--- src/rtl/idct_pass_sched.sv ---
// Row/column pass scheduler for one 8x8 IDCT: issues N row ops then N column ops
// to a shared compute unit with bounded in-flight count. Optional macro: IDCT_SCHED_PERF_EN.
module idct_pass_sched #(
  parameter int N       = 8,
  parameter int IDXW    = 6,
  parameter int MAX_OUT = 2
) (
  input  logic            i_clock,
  input  logic            i_reset_n,
  input  logic            i_start,
  output logic            o_busy,
  output logic            o_done,
  output logic            o_op_valid,
  input  logic            i_op_ready,
  output logic            o_op_is_col,
  output logic [IDXW-1:0] o_op_index,
  input  logic            i_op_done,
  output logic            o_err
`ifdef IDCT_SCHED_PERF_EN
  ,
  output logic [15:0]     o_cycles
`endif
);

  localparam int CW = (N > 1) ? $clog2(N) : 1;
  localparam int OW = $clog2(MAX_OUT + 1);

  typedef enum logic [2:0] {
    S_IDLE,
    S_ROW,
    S_ROW_DRAIN,
    S_COL,
    S_COL_DRAIN,
    S_FIN
  } state_t;

  state_t          r_state, w_nxt;
  logic [CW-1:0]   r_issue;
  logic [OW-1:0]   r_out, w_out_nxt;
  logic            r_err;
  logic            w_issuing, w_op_valid, w_accept, w_last, w_err_set;

  assign w_issuing  = (r_state == S_ROW) || (r_state == S_COL);
  assign w_op_valid = w_issuing && (r_out < OW'(MAX_OUT));
  assign w_accept   = w_op_valid && i_op_ready;
  assign w_last     = (r_issue == CW'(N - 1));
  assign w_err_set  = i_op_done && !w_accept && (r_out == '0);

  // Accept and completion in the same cycle cancel out.
  always_comb begin
    w_out_nxt = r_out;
    if (w_accept && !i_op_done)
      w_out_nxt = r_out + OW'(1);
    else if (!w_accept && i_op_done && (r_out != '0))
      w_out_nxt = r_out - OW'(1);
  end

  // State register
  always_ff @(posedge i_clock or negedge i_reset_n) begin
    if (!i_reset_n) r_state <= S_IDLE;
    else            r_state <= w_nxt;
  end

  // Row drain hands over on the completing cycle; column drain waits for the
  // counter to settle at zero, giving done at 2N+4 on an ideal unit.
  always_comb begin
    w_nxt = r_state;
    case (r_state)
      S_IDLE:      if (i_start) w_nxt = S_ROW;
      S_ROW:       if (w_accept && w_last) w_nxt = S_ROW_DRAIN;
      S_ROW_DRAIN: if (w_out_nxt == '0) w_nxt = S_COL;
      S_COL:       if (w_accept && w_last) w_nxt = S_COL_DRAIN;
      S_COL_DRAIN: if (r_out == '0) w_nxt = S_FIN;
      S_FIN:       w_nxt = S_IDLE;
      default:     w_nxt = S_IDLE;
    endcase
  end

  // Outputs
  always_comb begin
    o_busy      = (r_state != S_IDLE);
    o_done      = (r_state == S_FIN);
    o_op_valid  = w_op_valid;
    o_op_is_col = (r_state == S_COL);
    o_op_index  = '0;
    if (r_state == S_ROW)      o_op_index = IDXW'(r_issue) * IDXW'(N);
    else if (r_state == S_COL) o_op_index = IDXW'(r_issue);
    o_err       = r_err;
  end

  always_ff @(posedge i_clock or negedge i_reset_n) begin
    if (!i_reset_n) begin
      r_issue <= '0;
      r_out   <= '0;
      r_err   <= 1'b0;
    end else begin
      if ((r_state == S_IDLE) || (r_state == S_ROW_DRAIN)) r_issue <= '0;
      else if (w_accept)                                   r_issue <= r_issue + CW'(1);
      r_out <= w_out_nxt;
      if (w_err_set) r_err <= 1'b1;
    end
  end

`ifdef IDCT_SCHED_PERF_EN
  logic [15:0] r_cycles;
  always_ff @(posedge i_clock or negedge i_reset_n) begin
    if (!i_reset_n)                            r_cycles <= '0;
    else if ((r_state == S_IDLE) && i_start)   r_cycles <= '0;
    else if (o_busy && (r_cycles != 16'hFFFF)) r_cycles <= r_cycles + 16'd1;
  end
  assign o_cycles = r_cycles;
`endif

endmodule

--- config.mk ---
export PLATFORM = sky130hd
export DESIGN_NAME = idct_pass_sched
export DESIGN_NICKNAME = d
export VERILOG_FILES = /design/src/rtl/idct_pass_sched.sv
export SDC_FILE = /design/constraint.sdc
export NUM_CORES = 1
export LEC_CHECK = 0
export BUFFER_PORTS_ARGS = -buffer_cell sky130_fd_sc_hd__buf_4
export CAP_MARGIN = 25
export CORE_AREA = 2 2 39 41
export CTS_BUF_LIST = sky130_fd_sc_hd__clkbuf_8 sky130_fd_sc_hd__clkbuf_16
export DETAILED_ROUTE_END_ITERATION = 10
export DIE_AREA = 0 0 41 43
export PLACE_DENSITY = 0.8
export SETUP_SLACK_MARGIN = 0.3
export SLEW_MARGIN = 15
export SYNTH_ARGS = -nofsm -noshare
export SYNTH_HDL_FRONTEND = slang
export SYNTH_SLANG_ARGS = --single-unit
--- constraint.sdc ---
create_clock -name i_clock -period 2.2 [get_ports i_clock]
set_input_delay 0.33 -clock i_clock [delete_from_list [all_inputs] [get_ports i_clock]]
set_output_delay 0.33 -clock i_clock [all_outputs]
set_load 0.005 [all_outputs]
==> results of run 1 <==
## logic make-up (layout without fill, tap and decap cells)
kind of cell	after synthesis	count (layout)	share of synthesized area, %
AO/OA/AOI/OAI	10	10	12.9
XOR/XNOR	3	3	4.37
adder cells (fa/ha/maj)	3	3	6.24
buffers and inverters	8	25	7.48
flip-flops	9	9	37.4
multiplexers	4	4	6.86
AND/OR/NAND/NOR	27	27	24.7
## worst reg2reg max path, cell delays in order, from the launching register on
cell and delay (ps):
dfrtp_1 430, inv_1 100, ha_1 320, inv_1 60, o41a_1 370, o31a_1 110, o31ai_1 250
## state kept, by name, indices dropped and copies added, names as in the netlist
name	count
r_state	3
r_out	2
o_err	1
r_issue	3
## power by group
part	internal [mW]	switching, mW	total [mW]
clock	0.121	0.0652	0.187
sequential	0.223	0.0774	0.301
combinational	0.231	0.215	0.446
total	0.576	0.357	0.934
## repair_timing
item,CTS,global route
endpoints found under the hold margin,9,0
setup endpoints to repair,0,0
hold buffers,1,0
## metal layers
layer,track usage [%],vias to the layer above
met5,0,-
met4,8.67,0
met3,4.71,3
met2,24.7,16
met1,21.0,232
li1,-,260
## placed cells by master (no fill, tap or decap), drive strengths merged, types with 2 or more instances in the layout
cell type  instances
buf               15
mux2i              3
and2               3
nand2b             2
nor2               9
inv                6
o21ai              2
dfrtp              9
nand2              3
ha                 3
clkbuf             3
and3               3
o31ai              2
xnor2              2
## worst paths after layout
kind | from | end | slack [ps] | cells past startpoint
worst max register to register | r_out[1]$_DFF_PN0_ | r_state[0]$_DFFE_PN0P_ | 460 | 6
worst min register to register | o_err$_DFFE_PN0P_ | o_err$_DFFE_PN0P_ | 470 | 1
max in group asynchronous | i_reset_n | r_state[2]$_DFFE_PN0P_ | 1590 | 2
min in group asynchronous | i_reset_n | o_err$_DFFE_PN0P_ | 470 | 2
worst min-delay path | i_op_done | o_err$_DFFE_PN0P_ | 380 | 3
worst max-delay path | r_out[1]$_DFF_PN0_ | r_state[0]$_DFFE_PN0P_ | 460 | 6
## cell type report
class,instances,area [µm²]
Clock buffer,3,41.3
Timing Repair Buffer,16,123
Clock inverter,1,3.75
Sequential cell,9,225
Inverter,5,18.8
Tap cell,16,20.0
Fill cell,131,621
Multi-Input combinational cell,47,332
==> results.md, run 1 <==
- The run finished with clean final reports.
- The routed design uses approximately 580 µm of met2 wire.
- The number of DRC violations after detailed-routing iteration 0 is 11.
- The die is about 41 µm wide.
- The worst clock skew is approximately 0.9 ps.
- The worst slack on hold paths is approximately 380 ps.
- The net total in the final layout is 90.
- The antenna violation net count after detailed routing is 0.
- The power density normalized to cell area is ~1200 nW/µm².
- The post-route fraction of the period consumed by the critical path is just under 80%.
- Counting stages on the worst path, the most repeated cell is inv_1.
- Data arrives at the worst endpoint at about 1900 ps.
- The final non-filler cell total is slightly below 100.
- The detailed-routed wire length on met3 is approximately 75 µm.
- The register bit count reported by yosys is 9.
- The share of the synthesized area in the top cell type is ~37%.
- The effective utilization at floorplan is roughly 43%.
- The number of global-route vias before repair was 505.
- Entering global routing, the biggest net connects 12 pins.
- For this run, the slowest stage of the critical path takes 430 ps.
- The initial antenna violation count is 0.
- Sorting the synthesized cells by area gives the leading types as dfrtp_1 (37%), ha_1 (6.2%), mux2i_1 (5.0%).
- The global-route wire length before repair is around 1.9 mm.
- The total number of placement rows is 14.
- The post-layout worst setup margin is between 400 and 500 ps.
- The critical path goes through inv_1 > ha_1 > inv_1 > o41a_1 > o31a_1 > o31ai_1.
- The synthesized design contains 0 enable-type register cells.
- From bottom edge to top edge, the die measures about 43 µm.
- Clock-pin slew was measured on the worst setup and hold paths at approximately 40 ps.
- The setup total negative slack is 0 ps.
- The final cell utilization of the core is 55.2%.
- The number of inserted diodes is 0.
- The I/O pin total is 16.
- The leakage power summed over all cells is between 0.3 and 0.4 nW.
- After detailed routing, the total wire length is 1.25 mm.
- For this run, design rule violations remaining after detail routing come to 0.
- The placement-stage cell area is a little over 700 µm².
- The post-synthesis async set-or-reset flop share is 100%.
- After synthesis, the netlist uses 30 different library cells.
- The final setup violation count is 0.
- After detailed placement, the design holds a cell count of a little over 90.
- The worst setup path is of the flip-flop to flip-flop kind.
- The final hold violation count was 0.
- The count of warnings emitted by yosys is 0.
- The master of the slowest instance on the critical path is dfrtp_1.
- Among cell families on the critical path, the largest total delay comes from compound AO/OA/AOI/OAI gates.
- For the worst setup path, the data required time is 2330 ps.
- The tree built by TritonCTS fans out to 9 sinks.
- The top metal layer carrying routed signals is met4.
- The leading area contributor after synthesis is dfrtp_1.
- When the netlist entered floorplanning its net count stood at approximately 70.
- The die area is 1760 µm².
- At the end of routability-driven placement, the weighted congestion stood at roughly 0.77.
- The maximum fanout encountered on the critical timing path is 6.
- For this block, wires on met1 add up to roughly 570 µm.
- In this run the post-CTS setup repair buffer count came out at 0.
- The fmax is ~0.58 GHz.
- In this run the tightest slew margin relative to its limit is just under 70%.
- For this run, the leading register cell type out of synthesis is dfrtp_1.
- After detailed routing, the average wire length per cell comes to about 13 µm.
- The number of pins exceeding their max-slew limit in the final report was 0.
- The worst ir drop on vdd is between 0.6 and 0.7 mV.
- Global routing used between 10% and 20% of the available tracks across all layers.
- CTS placed an instance of clkbuf_8 at the clock tree root.
- At the pin with the least slew margin, the transition time is ~470 ps.
- After synthesis, the mean cell area works out to between 9 and 10 µm².
- The path class of the tightest hold or removal check is primary input to flip-flop.
- Counting I/O delays and the setup requirement, the final critical path takes ~1700 ps.
- The total power is ~0.93 mW.
- The final global-route overflow total is 0.
- The combined area of all synthesized cells is about 600 µm².
- The cell area after layout is around 760 µm².
- The area growth from synthesis to layout is 26.8%.
- Synthesis handed over a netlist of 64 instances.
- Using the TritonRoute via totals, the vias-per-cell ratio works out to 5.27.
- Setup repair after global routing left no endpoint under its margin.
- The total of cells resized after clock tree synthesis is 0.
- The largest buffer count on any clock path is 2.
- Sequential cells were found to cover approximately 37% of the synthesized design area.
- The first-pass detailed-route iteration total is 4.
- The buffering stage count on the worst path with inverters included is 2.
- The most frequently used cell type in the post-synthesis netlist is dfrtp_1.
- Before CTS, the worst setup slack after placement is 470 ps.
- Input and output buffers added on the ports amount to 15.
- Counting the buffers created by CTS gives 3.
- The fraction of final layout cells with drive strength greater than 1 is between 20% and 30%.
- The total area inside the core boundary comes to ~1400 µm².
- CTS built an H-tree with a depth of 1.
- The overall via count from detail_route is just over 500.
- STA classifies the critical path startpoint as a flip-flop.
- Sorting the synthesized cells by how often they occur yields dfrtp_1 (9), nor2_1 (8), inv_1 (5).
- The type of destination of the critical path is a flip-flop.
- At the later pin of the worst-skew pair, clock insertion delay measures between 200 and 250 ps.
- The clock tree from TritonCTS is yes.
- The HPWL after detailed placement is approximately 910 µm.
- The number of violations of the max-capacitance limit is 0.
No activity file was read; power rests on OpenSTA's default activity.
==> run 2, diff against run 1 <==
clock period = 1.6 ns   (was 2.2 ns; I/O delays follow)
==> run 2 against run 1 <==
  * Sequential power is 34% higher
  * Flip-flop and latch count stayed put
  * Core utilization is 17 points higher
  * Worst hold slack worse by 85 ps
  * Setup slack worse by 420 ps
  * Routed wire length is 34% higher
  * Count of clock-buffer cells in the layout stayed put
  * Cell count is 18% higher
  * Global-route usage is 4.5 points higher
  * Largest cell class unchanged
==> results.md, run 2 (synthesis gave the netlist of run 1 again) <==
- The flow ran to the end, and the final reports show no timing, DRC or antenna violations.
- Setup repair after global routing could not meet its margin everywhere.
- Setup slack on the worst reg-to-reg path comes out at between 100 and 150 ps.
- In this run the remaining antenna-violating nets after routing total 0.
- The first global-routing pass estimated between 2 and 3 mm of wire.
- TritonCTS built the clock tree.
- The number of violations of the max-capacitance limit is 0.
- STA classifies the critical path startpoint as a flip-flop.
- The DRC violations left is 0.
- Entering global routing, the biggest net connects 11 pins.
- The final hold violation count came to 0.
- The placement-stage cell area is 751 µm².
- The worst-case reg-to-reg path depth is 6.
- Among all stages on the critical path, the largest delay is contributed by dfrtp_1.
- Clock tree synthesis selected as its root buffer the cell clkbuf_8.
- The final cell utilization of the core is slightly above 70%.
- The total power is between 1.5 and 2 mW.
- The number of global-route vias before repair is between 500 and 600.
- Detailed routing inserted a total of 615 vias.
- The count of buffers from port buffering is 15.
- Routability-driven placement finished with a final weighted congestion of 0.908.
- The leakage power summed over all cells is 0.479 nW.
- The cell area after layout is between 900 and 1000 µm².
- The average vias per placed instance is between 5 and 6.
- The worst hold path terminates at o_err$_DFFE_PN0P_.
- The cell depth of the worst hold path is 3.
- The first routing iteration left 13 violations.
- In the final layout, the multi-input gates occupy 405 µm².
- The y dimension of the die is 43 µm.
- 0 antenna diodes ended up in the layout.
- In the layout the commonest cells are buf_4 (24), buf_6 (8), dfrtp_1 (7).
- In this run the most critical hold path is launched from i_op_done.
- For this design the ratio of total power to cell area is roughly 1800 nW/µm².
- The transition at the pin with the smallest max-transition slack is about 340 ps.
- In this design, the stage delay of the slowest critical-path cell is 400 ps.
- For the worst setup path, the data arrival time is about 1300 ps.
- STA classifies the critical path endpoint as a primary output.
- For this run the aggregate overflow at the end of global routing stands at 0.
- The clock transition time at the flip-flop clock pins of the worst setup and hold paths is 50 ps.
- The worst clock skew is roughly 0.96 ps.
- The final layout contains ~110 nets.
- Across the whole layout, storage elements account for ~230 µm².
- Leaving out fill and tap cells, the most frequent cell in the layout is buf_4.
- The largest registers in the layout are r_issue (3), r_state (3), r_out (2).
- In the final timing run, aggregate negative setup slack is 0 ps.
- The maximum fanout encountered on the critical timing path is 5.
- In this run the critical register-to-register path is launched from r_out[1]$_DFF_PN0_.
- The first detailed-routing pass ran for 4 iterations.
- The min-delay analysis places its worst path in the category primary input to flip-flop.
- The clock net in this run drives a total of 9 sinks.
- After detailed routing, the average wire length per cell comes to around 15 µm.
- The post-synthesis to final-layout area growth is 65.7%.
- The I/O pin total is 16.
- The clock period minus worst slack is 1560 ps.
- The data required time of the worst path is between 1000 and 1500 ps.
- The count of fill cells added during filler insertion is 100.
- In this run the horizontal extent of the chip is 41 µm.
- The total CTS buffers is 3.
- For this run, the top clock speed supported by timing is approximately 0.64 GHz.
- The worst setup path is of the flip-flop to primary output kind.
- The final layout contains routed wiring with a total length of ~1.7 mm.
- The post-route netlist has between 50% and 60% of its cells at a drive strength greater than 1.
- Across the VDD grid, the largest voltage drop is 0.908 mV.
- Setup violations remaining at the end of the flow were counted as 0.
- The critical path goes through buf_6 > and2b_2 > and3_1 > buf_4.
- Counting tap cells, the placed design contains a total of 96 instances.
- The effective utilization at floorplan is between 40% and 50%.
- The post-layout worst setup margin is 41.1 ps.
- The initial antenna violation count is 0.
- The source-to-sink clock delay at the later pin of the worst-skew pair is approximately 240 ps.
- The final non-filler cell total is between 100 and 150.
- After legalization and detailed placement, the total HPWL measured between 1 and 1.5 mm.
- The overall fraction of global-route tracks in use is between 20% and 30%.
- The largest buffer count on any clock path is 2.
- The worst setup slack before clock tree synthesis is 53.2 ps.
- The number of pins exceeding their max-slew limit in the final report is 0.
- The final critical path takes up a little over nine tenths of the cycle.
- In this run the number of H-tree levels came out at 1.
- Across all hold checks on the routed design, the worst slack comes to slightly below 300 ps.
- In this run the tightest slew margin relative to its limit is 77.6%.
- The die covers between 1500 and 2000 µm².
- The total number of placement rows is 14.
- The reg-to-reg endpoint is r_state[0]$_DFFE_PN0P_.
- The core outline area is 1380 µm².
run 2: changes by cell type in the layout (fill, tap and decap cells not counted), moves of 3 or more:
cell	change
inv_2	+3
buf_6	+8
inv_1	-3
buf_4	+9
run 2: metal layers:
metal | vias up | routed length [µm] | GRT usage (%)
met5 | - | 0 | 0
met4 | 0 | 22 | 14.0
met3 | 3 | 58 | 3.66
met2 | 18 | 827 | 34.1
met1 | 300 | 764 | 23.9
li1 | 294 | - | -
run 2: worst max-delay path: cells and delay by family (launching register included):
family                 cells  cell delay (ps)
flip-flops                 1              400
buffers and inverters      2              280
AND/OR/NAND/NOR            2              400
run 2: worst max path at each step:
stage | slack [ps] | startpoint | end
3_5_place_dp | 50 | r_out[1]$_DFF_PN0_ | r_state[0]$_DFFE_PN0P_
3_3_place_gp | 80 | r_out[1]$_DFF_PN0_ | r_state[0]$_DFFE_PN0P_
6_report | 40 | r_state[0]$_DFFE_PN0P_ | o_op_index[2]
4_1_cts | 60 | r_state[2]$_DFFE_PN0P_ | o_op_index[0]
5_1_grt | -5 | r_state[2]$_DFFE_PN0P_ | o_op_index[2]
2_1_floorplan | 180 | r_out[1]$_DFF_PN0_ | r_state[0]$_DFFE_PN0P_
run 2: timing repair:
| action | in CTS | in global routing |
|---|---|---|
| setup endpoints to repair | 15 | 17 |
| endpoints found under the hold margin | 9 | 0 |
| buffers inserted | 7 | 6 |
| pin swaps | 3 | 4 |
| resized for setup | 16 | 8 |
| hold buffers | 1 | 0 |
run 2: power breakdown:
part	internal (mW)	total, mW	switching (mW)
clock network	0.168	0.268	0.0998
registers	0.312	0.402	0.0900
logic	0.615	1.08	0.470
run 2: layout make-up:
class	count	share of cell area (%)
Clock buffer	3	4.14
Clock inverter	1	0.376
Inverter	5	1.88
Multi-Input combinational cell	47	40.7
Sequential cell	9	22.8
Tap cell	16	2.01
Timing Repair Buffer	33	28.1
